[config.mk]
export PLATFORM = sky130hd
export DESIGN_NAME = blocpu_load_ctrl
export DESIGN_NICKNAME = d
export VERILOG_FILES = /design/src/rtl/blocpu_pkg.sv /design/src/rtl/blocpu_run_timer.sv /design/src/rtl/blocpu_load_ctrl.sv
export SDC_FILE = /design/constraint.sdc
export NUM_CORES = 1
export LEC_CHECK = 0
export CAP_MARGIN = 20
export CORE_MARGIN = 3
export CORE_UTILIZATION = 45
export CTS_BUF_LIST = sky130_fd_sc_hd__clkbuf_4
export DETAILED_ROUTE_END_ITERATION = 16
export DONT_BUFFER_PORTS = 1
export GPL_ROUTABILITY_DRIVEN = 0
export SYNTH_ARGS = -nofsm -noshare
export SYNTH_HDL_FRONTEND = slang
export SYNTH_SLANG_ARGS = --single-unit
export TNS_END_PERCENT = 5
[constraint.sdc]
create_clock -name clk -period 5.2 [get_ports clk]
set_input_delay 1.04 -clock clk [delete_from_list [all_inputs] [get_ports clk]]
set_output_delay 1.04 -clock clk [all_outputs]
set_load 0.05 [all_outputs]
[src/rtl/blocpu_pkg.sv]
// Shared types and constants for the blocpu program-load/run sequencer.
package blocpu_pkg;

  localparam int unsigned INSTR_W = 12;

  typedef enum logic [2:0] {
    IDLE,
    LO,
    HI,
    START,
    RUN,
    DONE,
    ERR
  } state_t;

  localparam logic [1:0] ERR_NONE    = 2'd0;
  localparam logic [1:0] ERR_FORMAT  = 2'd1;
  localparam logic [1:0] ERR_TIMEOUT = 2'd2;

endpackage

[src/rtl/blocpu_run_timer.sv]
// Run-cycle counter with synchronous clear, count enable and terminal-count flag.
module blocpu_run_timer #(
  parameter int unsigned CNT_W      = 16,
  parameter int unsigned MAX_CYCLES = 65535
) (
  input  logic             clk,
  input  logic             rst_n,
  input  logic             clr,
  input  logic             en,
  output logic [CNT_W-1:0] count,
  output logic             tc
);

  always_ff @(posedge clk or negedge rst_n) begin
    if (!rst_n)   count <= '0;
    else if (clr) count <= '0;
    else if (en)  count <= count + CNT_W'(1);
  end

  // High during the last cycle the run is allowed.
  assign tc = (count == CNT_W'(MAX_CYCLES - 1));

endmodule

[src/rtl/blocpu_load_ctrl.sv]
// Host byte-stream loader for blocpu_core instruction memory plus run/halt/timeout sequencing.
module blocpu_load_ctrl
  import blocpu_pkg::*;
#(
  parameter int unsigned ADDR_W     = 8,
  parameter int unsigned INSTR_W    = blocpu_pkg::INSTR_W,
  parameter int unsigned CNT_W      = 16,
  parameter int unsigned MAX_CYCLES = 65535
) (
  input  logic               clk,
  input  logic               rst_n,
  input  logic               host_valid,
  input  logic [7:0]         host_data,
  output logic               host_ready,
  input  logic               abort_i,
  input  logic               clear_i,
  output logic               im_we,
  output logic [ADDR_W-1:0]  im_addr,
  output logic [INSTR_W-1:0] im_wdata,
  output logic               run_o,
  input  logic               core_halt_i,
  output logic               done_o,
  output logic               err_o,
  output logic [1:0]         err_code,
  output logic [CNT_W-1:0]   cycles_o,
  output logic               busy_o
);

  localparam int unsigned MAX_WORDS = 32'd1 << ADDR_W;

  state_t              state, state_nx;
  logic [7:0]          left, left_nx;
  logic [ADDR_W-1:0]   addr, addr_nx;
  logic [7:0]          low, low_nx;
  logic [1:0]          err_q, err_nx;
  logic [CNT_W-1:0]    cycles_nx;
  logic                we_nx;
  logic [ADDR_W-1:0]   waddr_nx;
  logic [INSTR_W-1:0]  wdata_nx;
  logic [CNT_W-1:0]    run_count;
  logic                run_tc;
  logic                xfer;

  blocpu_run_timer #(
    .CNT_W      (CNT_W),
    .MAX_CYCLES (MAX_CYCLES)
  ) u_timer (
    .clk   (clk),
    .rst_n (rst_n),
    .clr   (state == START),
    .en    (state == RUN),
    .count (run_count),
    .tc    (run_tc)
  );

  // Gated by rst_n so the host sees no ready while reset is held.
  assign host_ready = rst_n && (state == IDLE || state == LO || state == HI);
  assign xfer       = host_valid && host_ready;
  assign run_o      = (state == RUN);
  assign done_o     = (state == DONE);
  assign err_o      = (state == ERR);
  assign busy_o     = (state != IDLE);
  assign err_code   = err_q;

  always_comb begin
    state_nx  = state;
    left_nx   = left;
    addr_nx   = addr;
    low_nx    = low;
    err_nx    = err_q;
    cycles_nx = cycles_o;
    we_nx     = 1'b0;
    waddr_nx  = im_addr;
    wdata_nx  = im_wdata;
    case (state)
      IDLE: if (xfer && host_data != 8'd0) begin
        if ({24'd0, host_data} > MAX_WORDS) begin
          state_nx = ERR;
          err_nx   = ERR_FORMAT;
        end else begin
          left_nx  = host_data;
          addr_nx  = '0;
          state_nx = LO;
        end
      end
      LO: if (xfer) begin
        low_nx   = host_data;
        state_nx = HI;
      end
      HI: if (xfer) begin
        if (host_data[7:4] != 4'd0) begin
          state_nx = ERR;
          err_nx   = ERR_FORMAT;
        end else begin
          we_nx    = 1'b1;
          waddr_nx = addr;
          wdata_nx = INSTR_W'({host_data[3:0], low});
          if (left == 8'd1) begin
            state_nx = START;
          end else begin
            left_nx  = left - 8'd1;
            addr_nx  = addr + ADDR_W'(1);
            state_nx = LO;
          end
        end
      end
      START: begin
        cycles_nx = '0;
        state_nx  = RUN;
      end
      RUN: if (core_halt_i) begin
        cycles_nx = run_count + CNT_W'(1);
        state_nx  = DONE;
      end else if (run_tc) begin
        cycles_nx = run_count + CNT_W'(1);
        state_nx  = ERR;
        err_nx    = ERR_TIMEOUT;
      end
      DONE: state_nx = IDLE;
      ERR: if (clear_i) begin
        state_nx = IDLE;
        err_nx   = ERR_NONE;
      end
      default: state_nx = IDLE;
    endcase
    // Abort overrides everything decided above, including a write being accepted this cycle.
    if (abort_i && state != ERR) begin
      state_nx  = IDLE;
      err_nx    = ERR_NONE;
      cycles_nx = cycles_o;
      we_nx     = 1'b0;
      waddr_nx  = im_addr;
      wdata_nx  = im_wdata;
    end
  end

  always_ff @(posedge clk or negedge rst_n) begin
    if (!rst_n) begin
      state    <= IDLE;
      left     <= '0;
      addr     <= '0;
      low      <= '0;
      err_q    <= ERR_NONE;
      cycles_o <= '0;
      im_we    <= 1'b0;
      im_addr  <= '0;
      im_wdata <= '0;
    end else begin
      state    <= state_nx;
      left     <= left_nx;
      addr     <= addr_nx;
      low      <= low_nx;
      err_q    <= err_nx;
      cycles_o <= cycles_nx;
      im_we    <= we_nx;
      im_addr  <= waddr_nx;
      im_wdata <= wdata_nx;
    end
  end

endmodule

## Word level (Yosys, flattened, before mapping)

Cells that the tools add are included.

- Muxes and demuxes: 36
- Divide/modulo/power cells: 0
- Shifts and indexed selects: 0
- Equality and inequality tests: 22
- Multipliers: 0
- Bitwise gates (word level): 2
- $add $sub $neg: 3
- Order comparisons: 0
- Reductions and logical operators: 19

Operators with widths:

| kind | count |
|---|---|
| $mux W16 | 4 |
| $mux W8 | 8 |
| $pmux W16 S2 | 1 |
| $pmux W8 S2 | 2 |
| $mux W3 | 8 |
| $pmux W3 S6 | 1 |
| $add A16 B1 Y16 const B | 1 |
| $eq A16 B16 Y1 const B | 1 |
| $mux W2 | 7 |
| $ne A3 B1 Y1 const B | 4 |
| $ne A3 B2 Y1 const B | 4 |
| $reduce_and A5 Y1 | 2 |
| $eq A3 B3 Y1 const B | 3 |
| $add A8 B1 Y8 const B | 1 |
| $eq A8 B1 Y1 const B | 1 |
| $reduce_bool A4 Y1 | 2 |
| $reduce_bool A8 Y1 | 1 |
| $sub A8 B1 Y8 const B | 1 |
| $eq A3 B2 Y1 const B | 2 |
| $ne A2 B2 Y1 const B | 3 |
| $pmux W2 S3 | 1 |
| $reduce_and A6 Y1 | 1 |
| $logic_and A1 B1 Y1 | 4 |
| $mux W1 | 4 |
| other kinds (12) | 15 |

- Bits in read-only memories: 0
- Memory bits (writable): 0
- Register bits: 82
- Output and inout port bits: 44
- Word-level logic and storage cells: 92
- Input bits: 14
- Bits in latches: 0
- Memories: 0

## Depth between registers and ports, before layout

- Depth after elaboration: 9
- Mapped depth: 8
- Mapped depth without buffers: 7

## Cells and area by module

From an unflattened synthesis, not the netlist that was laid out.

- Cells, all modules: 412
- Area, all modules: 4367.9 um^2

By module, submodules not included:

| module | sequential area each (um^2) | area an instance (um^2) | cells each | times used |
|---|---|---|---|---|
| blocpu_load_ctrl | 1651.6 | 3529.6 | 328 | 1 |
| blocpu_run_timer | 400.4 | 838.3 | 84 | 1 |

## Least setup slack after synthesis

Ideal clock, no wire load.

- Path kind: input -> output
- Start point: input rst_n
- End point: output host_ready
- Buffers on the path: 0
- Path slack: 2676 ps
- Required time: 4160 ps
- Stages: 1
- Arrival: 1484 ps
- Path through: and3_1

- Cells in the longest elaborated chain, start to end: 1

RTL lines:

| what | line | text |
|---|---|---|
| start, declared | blocpu_load_ctrl.sv:11 | `input logic rst_n,` |
| $logic_and A1 B1 Y1 | blocpu_load_ctrl.sv:57 | `assign host_ready = rst_n && (state == IDLE \|\| state == LO \|\| state == HI);` |
| end, declared | blocpu_load_ctrl.sv:14 | `output logic host_ready,` |

No other way between the ends.

## Worst setup path in the final report

- Start point: register state[0]
- End point: output run_o

- Cells in the longest elaborated chain, start to end: 1

RTL lines:

| what | line | text |
|---|---|---|
| start, declared | blocpu_load_ctrl.sv:31 | `state_t state, state_nx;` |
| start signal, assigned | blocpu_load_ctrl.sv:149 | `state <= state_nx;` |
| $eq A3 B3 Y1 | blocpu_load_ctrl.sv:59 | `assign run_o = (state == RUN);` |
| end, declared | blocpu_load_ctrl.sv:20 | `output logic run_o,` |

No other way between the ends.

==> impl_metrics.csv <==
group,metric,value,unit
place,placed_area,4160,sq um
critical_path,r2r_cells,5,
logic_synthesis,synth_seq_area_share,0.498,
floorplan,initial_utilization,0.468,
power_and_ir_drop,leakage,1.87,nW
layout,finish.instance_area,4300,sq um
clock_tree,root_buffer,"clkbuf_4",
detailed_routing,drt_iter0_drc,193,
layout,final_nets,414,
global_routing,grt_pass1_wl,14800,um
global_routing,antenna_found_initial,0,
critical_path,endpoint_kind,"primary output",
logic_synthesis,synth_ff_type,"dfrtp_1",
timing,setup_viol,0,
detailed_routing,vias,3029,
logic_synthesis,synth_area,4120,sq um
timing,rsz0062_at_grt,"no",
logic_synthesis,synth_cells,403,
timing,fin_skew,0.0167,ns
place,pre_cts_ws,2.22,ns
critical_path,cp_data_arrival_time,2.33,ns
detailed_routing,wirelength,8950,um
clock_tree,cts_repair_resize_count,0,
timing,tns,0,ns
clock_tree,postCtsSetupRepairBufs,0,
min_path,hold_path_class,"in -> async",
floorplan,row_count,34,
floorplan,fp.coreArea,8810,sq um
floorplan,die_h,102,um
detailed_routing,drc,0,
global_routing,grt_max_degree,88,
critical_path,r2r-start,"state[0]",
clock_tree,cts_buffers,9,
timing,setup_slack,1.83,ns
timing,layout_min_cycle_time,3.37,ns
critical_path,crit_type,"reg -> out",
clock_tree,ctsHoldBuffers,0,
place,dp_hpwl,6010,um
run_status,status,"finished, final reports clean",
timing,fin_crit_sh,0.647,
critical_path,path_max_fanout,29,
floorplan,dieArea,10300,sq um
critical_path,start_kind,"register",
flow_run,cap_viol_max_count,0,
global_routing,grt_pass1_vias,2788,
critical_path,startpoint,"state[0]",
detailed_routing,ant_nets,0,
logic_synthesis,synth-seq-cells,82,
detailed_routing,dr.pass1.iters,5,
layout,drive_gt1_frac,0.145,
timing,hold_viol,0,
timing,tightest_slew,1.04,ns
global_routing,grt.total_usage,0.182,
critical_path,worstSetupEndpoint,"run_o",
clock_tree,htreeDepth,3,
layout,diodes,0,
critical_path,required,4.16,ns
timing,drv_slew,0,
logic_synthesis,synth_edf_count,0,
power_and_ir_drop,ir_worst_vdd,182,uV
critical_path,r2r_slack,2.78,ns
detailed_routing,wl_per_cell,17.6,um
logic_synthesis,ys_types,60,
logic_synthesis,async_reset_ff_frac,1.00,
place,port_buffers,0,
timing,slew_headroom,0.303,
timing,hold_ws,0.274,ns
clock_tree,cts_tree,"yes",
clock_tree,clk_latency,0.44,ns
power_and_ir_drop,power_density,290,nW/um^2
clock_tree,clkSlewWorstSetupHoldPaths,0.15,ns
detailed_routing,vias_per_cell,5.96,
floorplan,die_w,102,um
logic_synthesis,yosysWarnings,0,
clock_tree,clkSinkCount,82,
logic_synthesis,syn_nets,422,
logic_synthesis,avgSynthCellArea,10.2,sq um
global_routing,global_route.overflow_total,0,
critical_path,reg2reg_to,"err_code[0]",
layout,syn2layout_area_growth,4.16,%
floorplan,ios,58,
clock_tree,clockBufferDepth,2,
timing,fmax,297,MHz
## metrics by stage
| step | cells | total power, mW | utilization |
|---|---|---|---|
| final | 508 | 1.24 | 0.488 |
| after global routing | 508 | 1.31 | 0.488 |
| after CTS | 507 | 1.26 | 0.487 |
| after detailed placement | 491 | 0.912 | 0.473 |
| after global placement | 491 | 0.906 | 0.473 |
| after floorplan | 403 | 0.875 | - |
## worst min-delay path by stage
stage / start / to / slack, ns / cells after the start
2_1_floorplan: addr[7] / addr[7] / 0.44 / 1
3_3_place_gp: low[2] / im_wdata[2] / 0.48 / 1
3_5_place_dp: low[2] / im_wdata[2] / 0.49 / 1
4_1_cts: rst_n / left[2] / 0.25 / 0
5_1_grt: rst_n / left[4] / 0.22 / 0
6_report: rst_n / left[2] / 0.27 / 0
## cells by family after synthesis
family | count (synthesis) | synth area share
adders and majority gates | 5 | 0.0152
xor gates and xnor gates | 14 | 0.0297
muxes | 29 | 0.0789
AOI/OAI and AO/OA | 121 | 0.187
buffers and inverters | 34 | 0.0385
and+or+nand+nor | 118 | 0.154
DFF | 82 | 0.498
## flip-flops by register name (all words and copies together), names as in the netlist
name,count
addr,8
cycles_o,16
err_code,2
im_addr,8
im_wdata,12
im_we,1
left,8
low,8
state,3
u_timer.count,16
## Yosys cell counts (3+ instances only)
| cell type | count | share of area |
|---|---|---|
| dfrtp_1 | 82 | 0.50 |
| nand2_1 | 43 | 0.039 |
| o21ai_0 | 29 | 0.035 |
| mux2_2 | 27 | 0.074 |
| a21oi_1 | 25 | 0.030 |
| nor2_1 | 17 | 0.015 |
| o21ai_1 | 16 | 0.019 |
| o31ai_1 | 15 | 0.027 |
| inv_1 | 13 | 0.012 |
| clkbuf_1 | 10 | 0.0091 |
| nand3_1 | 10 | 0.012 |
| xnor2_1 | 8 | 0.017 |
| and3_1 | 6 | 0.0091 |
| buf_2 | 6 | 0.0073 |
| nand2b_1 | 6 | 0.0091 |
| nand4_1 | 6 | 0.0091 |
| nor4_1 | 6 | 0.0091 |
| xor2_1 | 6 | 0.013 |
| ha_1 | 5 | 0.015 |
| nor3_1 | 4 | 0.0049 |
| o22ai_1 | 4 | 0.0061 |
| a22o_1 | 3 | 0.0064 |
| a31oi_1 | 3 | 0.0046 |
| and2_1 | 3 | 0.0046 |
| nor2b_1 | 3 | 0.0046 |
| o21a_1 | 3 | 0.0055 |
## report_power, final
part / switching (mW) / internal (mW)
Combinational: 0.0787 / 0.0658
Clock: 0.241 / 0.101
Sequential: 0.0634 / 0.693
## layout make-up
cell class / count / area, sq um
Clock buffer: 9 / 67.6
Inverter: 13 / 48.8
Tap cell: 108 / 135
Clock inverter: 7 / 53.8
Fill cell: 811 / 4510
Multi-Input combinational cell: 287 / 1920
Timing Repair Buffer: 2 / 18.8
Sequential cell: 82 / 2050
## routing by layer
metal  vias up  track usage  part of all wire
met4         0       0.0613             0.015
li1       1457            -                 -
met3        11       0.0558             0.073
met1      1478        0.286              0.49
met5         -            0                 0
met2        83        0.234              0.42
## worst max-delay path, stage by stage, from the launching register on
cell and delay, ns:
dfrtp_1 0.57, or3b_4 0.61, inv_1 0.71
## layout by cell type, fill, tap and decap left out, drive strengths merged, types with 3 or more instances in the layout
master	Yosys	final
dfrtp	82	82
o21ai	46	46
nand2	43	43
mux2	28	28
a21oi	26	26
nor2	17	17
o31ai	15	15
inv	13	15
nand3	10	10
clkbuf	11	9
xnor2	8	8
nand4	7	7
nor4	7	7
and3	6	6
nand2b	6	6
xor2	6	6
nor3	6	6
ha	5	5
o22ai	4	4
nor2b	3	3
and2	3	3
a31oi	3	3
o21a	3	3
a22o	3	3
clkinvlp	0	3
or2	3	3
Power figures use the tool's default switching activity.
==> RTL change, RTL diff (config.mk and constraints unchanged) <==
Set the package constant `INSTR_W` to 18 (it was 12).
--- a/src/rtl/blocpu_pkg.sv
+++ b/src/rtl/blocpu_pkg.sv
@@ -2,5 +2,5 @@
 package blocpu_pkg;
 
-  localparam int unsigned INSTR_W = 12;
+  localparam int unsigned INSTR_W = 18;
 
   typedef enum logic [2:0] {
Ports: changed (resized im_wdata); port bits go from 58 to 64. No check against the original RTL was run, so the function may have changed too.
==> RTL change against the original RTL <==
- sequential power increased by 3.6%
- critical path depth up 1
- total power grew 1.7%
- clock power down 3%
- first-iteration DRC count shrank 13%
- die area rose by 1.2%
- hold slack worse by 0.0075 ns
- sequential share of layout area decreased by 0.24 points
- synthesized area grew 1.2%
- final area is 0.50% higher
- sequential cell count unchanged
- highest routed layer unchanged
- setup slack got worse by 0.40 ns
- clock skew rose by 0.0053 ns
- wire length is 0.99% higher
==> RTL change: results (changes against the original RTL) <==
- Outcome: complete, no violations (unchanged)
- Post-synthesis compound-gate area fraction: 0.154 (was 0.187)
- Crit share post-route: 0.725 (was 0.647)
- Final Net Count: 430 (was 414)
- Drt pass-1 iters: 4 (was 5)
- Vias/cell: 5.83 (was 5.96)
- Actual slew at the worst max-slew pin: 0.901 ns (was 1.04 ns)
- Multiplexer share of the synthesized area: 0.0755 (was 0.0789)
- Detailed Place HPWL: 6270 um (was 6010 um)
- Vias in the first global route: 2934 (was 2788)
- Largest net degree at the start of global routing: 87 (was 88)
- Post-Synth XOR/XNOR Area: 0.0378 (was 0.0297)
- Final WL: 9040 um (was 8950 um)
- First-pass GRT wire length: 14700 um (was 14800 um)
- Share of post-route cells with drive strength above 1: 0.139 (was 0.145)
- Num CTS Buffers: 9 (unchanged)
- Hold slack: 0.266 ns (was 0.274 ns)
- LEAKAGE: 1.81 nW (was 1.87 nW)
- Filler Cell Count: 847 (was 811)
- VDD IR-drop max: 0.000144 V (was 0.000182 V)
- Synth top area cells: dfrtp_1, mux2_2, o21ai_0, nand2_1, xnor2_1 (was dfrtp_1, mux2_2, nand2_1, o21ai_0, a21oi_1)
- H-tree depth: 3 (unchanged)
- Total Routing Usage GR: 0.178 (was 0.182)
- Post-synth top cells: dfrtp_1, nand2_1, o21ai_0, nor2_1, mux2_2 (was dfrtp_1, nand2_1, o21ai_0, mux2_2, a21oi_1)
- Critical path arrival: 2.73 ns (was 2.33 ns)
- Drt initial violations: 168 (was 193)
- Placement Setup Slack: 1.79 ns (was 2.22 ns)
- Slowest cell delay on critical path: 0.80 ns (was 0.71 ns)
- Sw frac: 0.318 (was 0.308)
- Clock Skew: 0.0220 ns (was 0.0167 ns)
- Clk_lat worst skew: 0.44 ns (about the same)
- Sequential fraction of the synthesis area: 0.491 (was 0.498)
- Worst reg-to-reg path cell count: 8 (was 5)
- CP Max Fanout: 21 (was 29)
- Post-synthesis adder-cell area fraction: 0.0150 (was 0.0152)
RTL change: area by class of cell:
type                    instances  area (um2)  share of cell area
repair buffers                  3        22.5             0.00522
well taps                     108         135              0.0313
inverters                      11        41.3             0.00957
multi-input cells             304        1950               0.451
flip-flops and latches         82        2050               0.475
clock buffers                  10        75.1              0.0174
clock inverters                 6        43.8              0.0101
RTL change: power by group through the flow:
stage / Sequential (mW) / Combinational (mW) / Clock, mW
final: 0.784 / 0.149 / 0.331
after global routing: 0.792 / 0.169 / 0.371
after CTS: 0.784 / 0.150 / 0.343
after detailed placement: 0.796 / 0.149 / 0
after global placement: 0.794 / 0.147 / 0
after floorplan: 0.774 / 0.139 / 0
RTL change: kinds of logic after synthesis:
family,Yosys count
buf+inv,40
mux,28
other cells,1
compound gates,104
flops,82
xor+xnor,18
fa+ha+maj,5
simple gates,143
RTL change: layer usage:
metal	global-route usage	up-vias	wire length (um)
li1	-	1475	-
met1	0.242	1485	4100
met2	0.281	81	4370
met3	0.0362	13	443
met4	0.0656	0	129
met5	0	-	0
RTL change: final timing paths:
check | startpoint | to
hold reg to reg | addr[7] | addr[7]
setup / recovery | state[1] | run_o
min in group clk | addr[7] | addr[7]
hold / removal | rst_n | cycles_o[3]
max in group asynchronous | rst_n | im_wdata[2]
setup reg to reg | state[1] | cycles_o[6]
RTL change: per-stage QoR:
step                cell area [um2]   util  std cells
floorplan                      4190      -        426
global placement               4200  0.474        508
detailed placement             4200  0.474        508
CTS                            4320  0.488        524
global route                   4320  0.488        524
finish                         4320  0.488        524
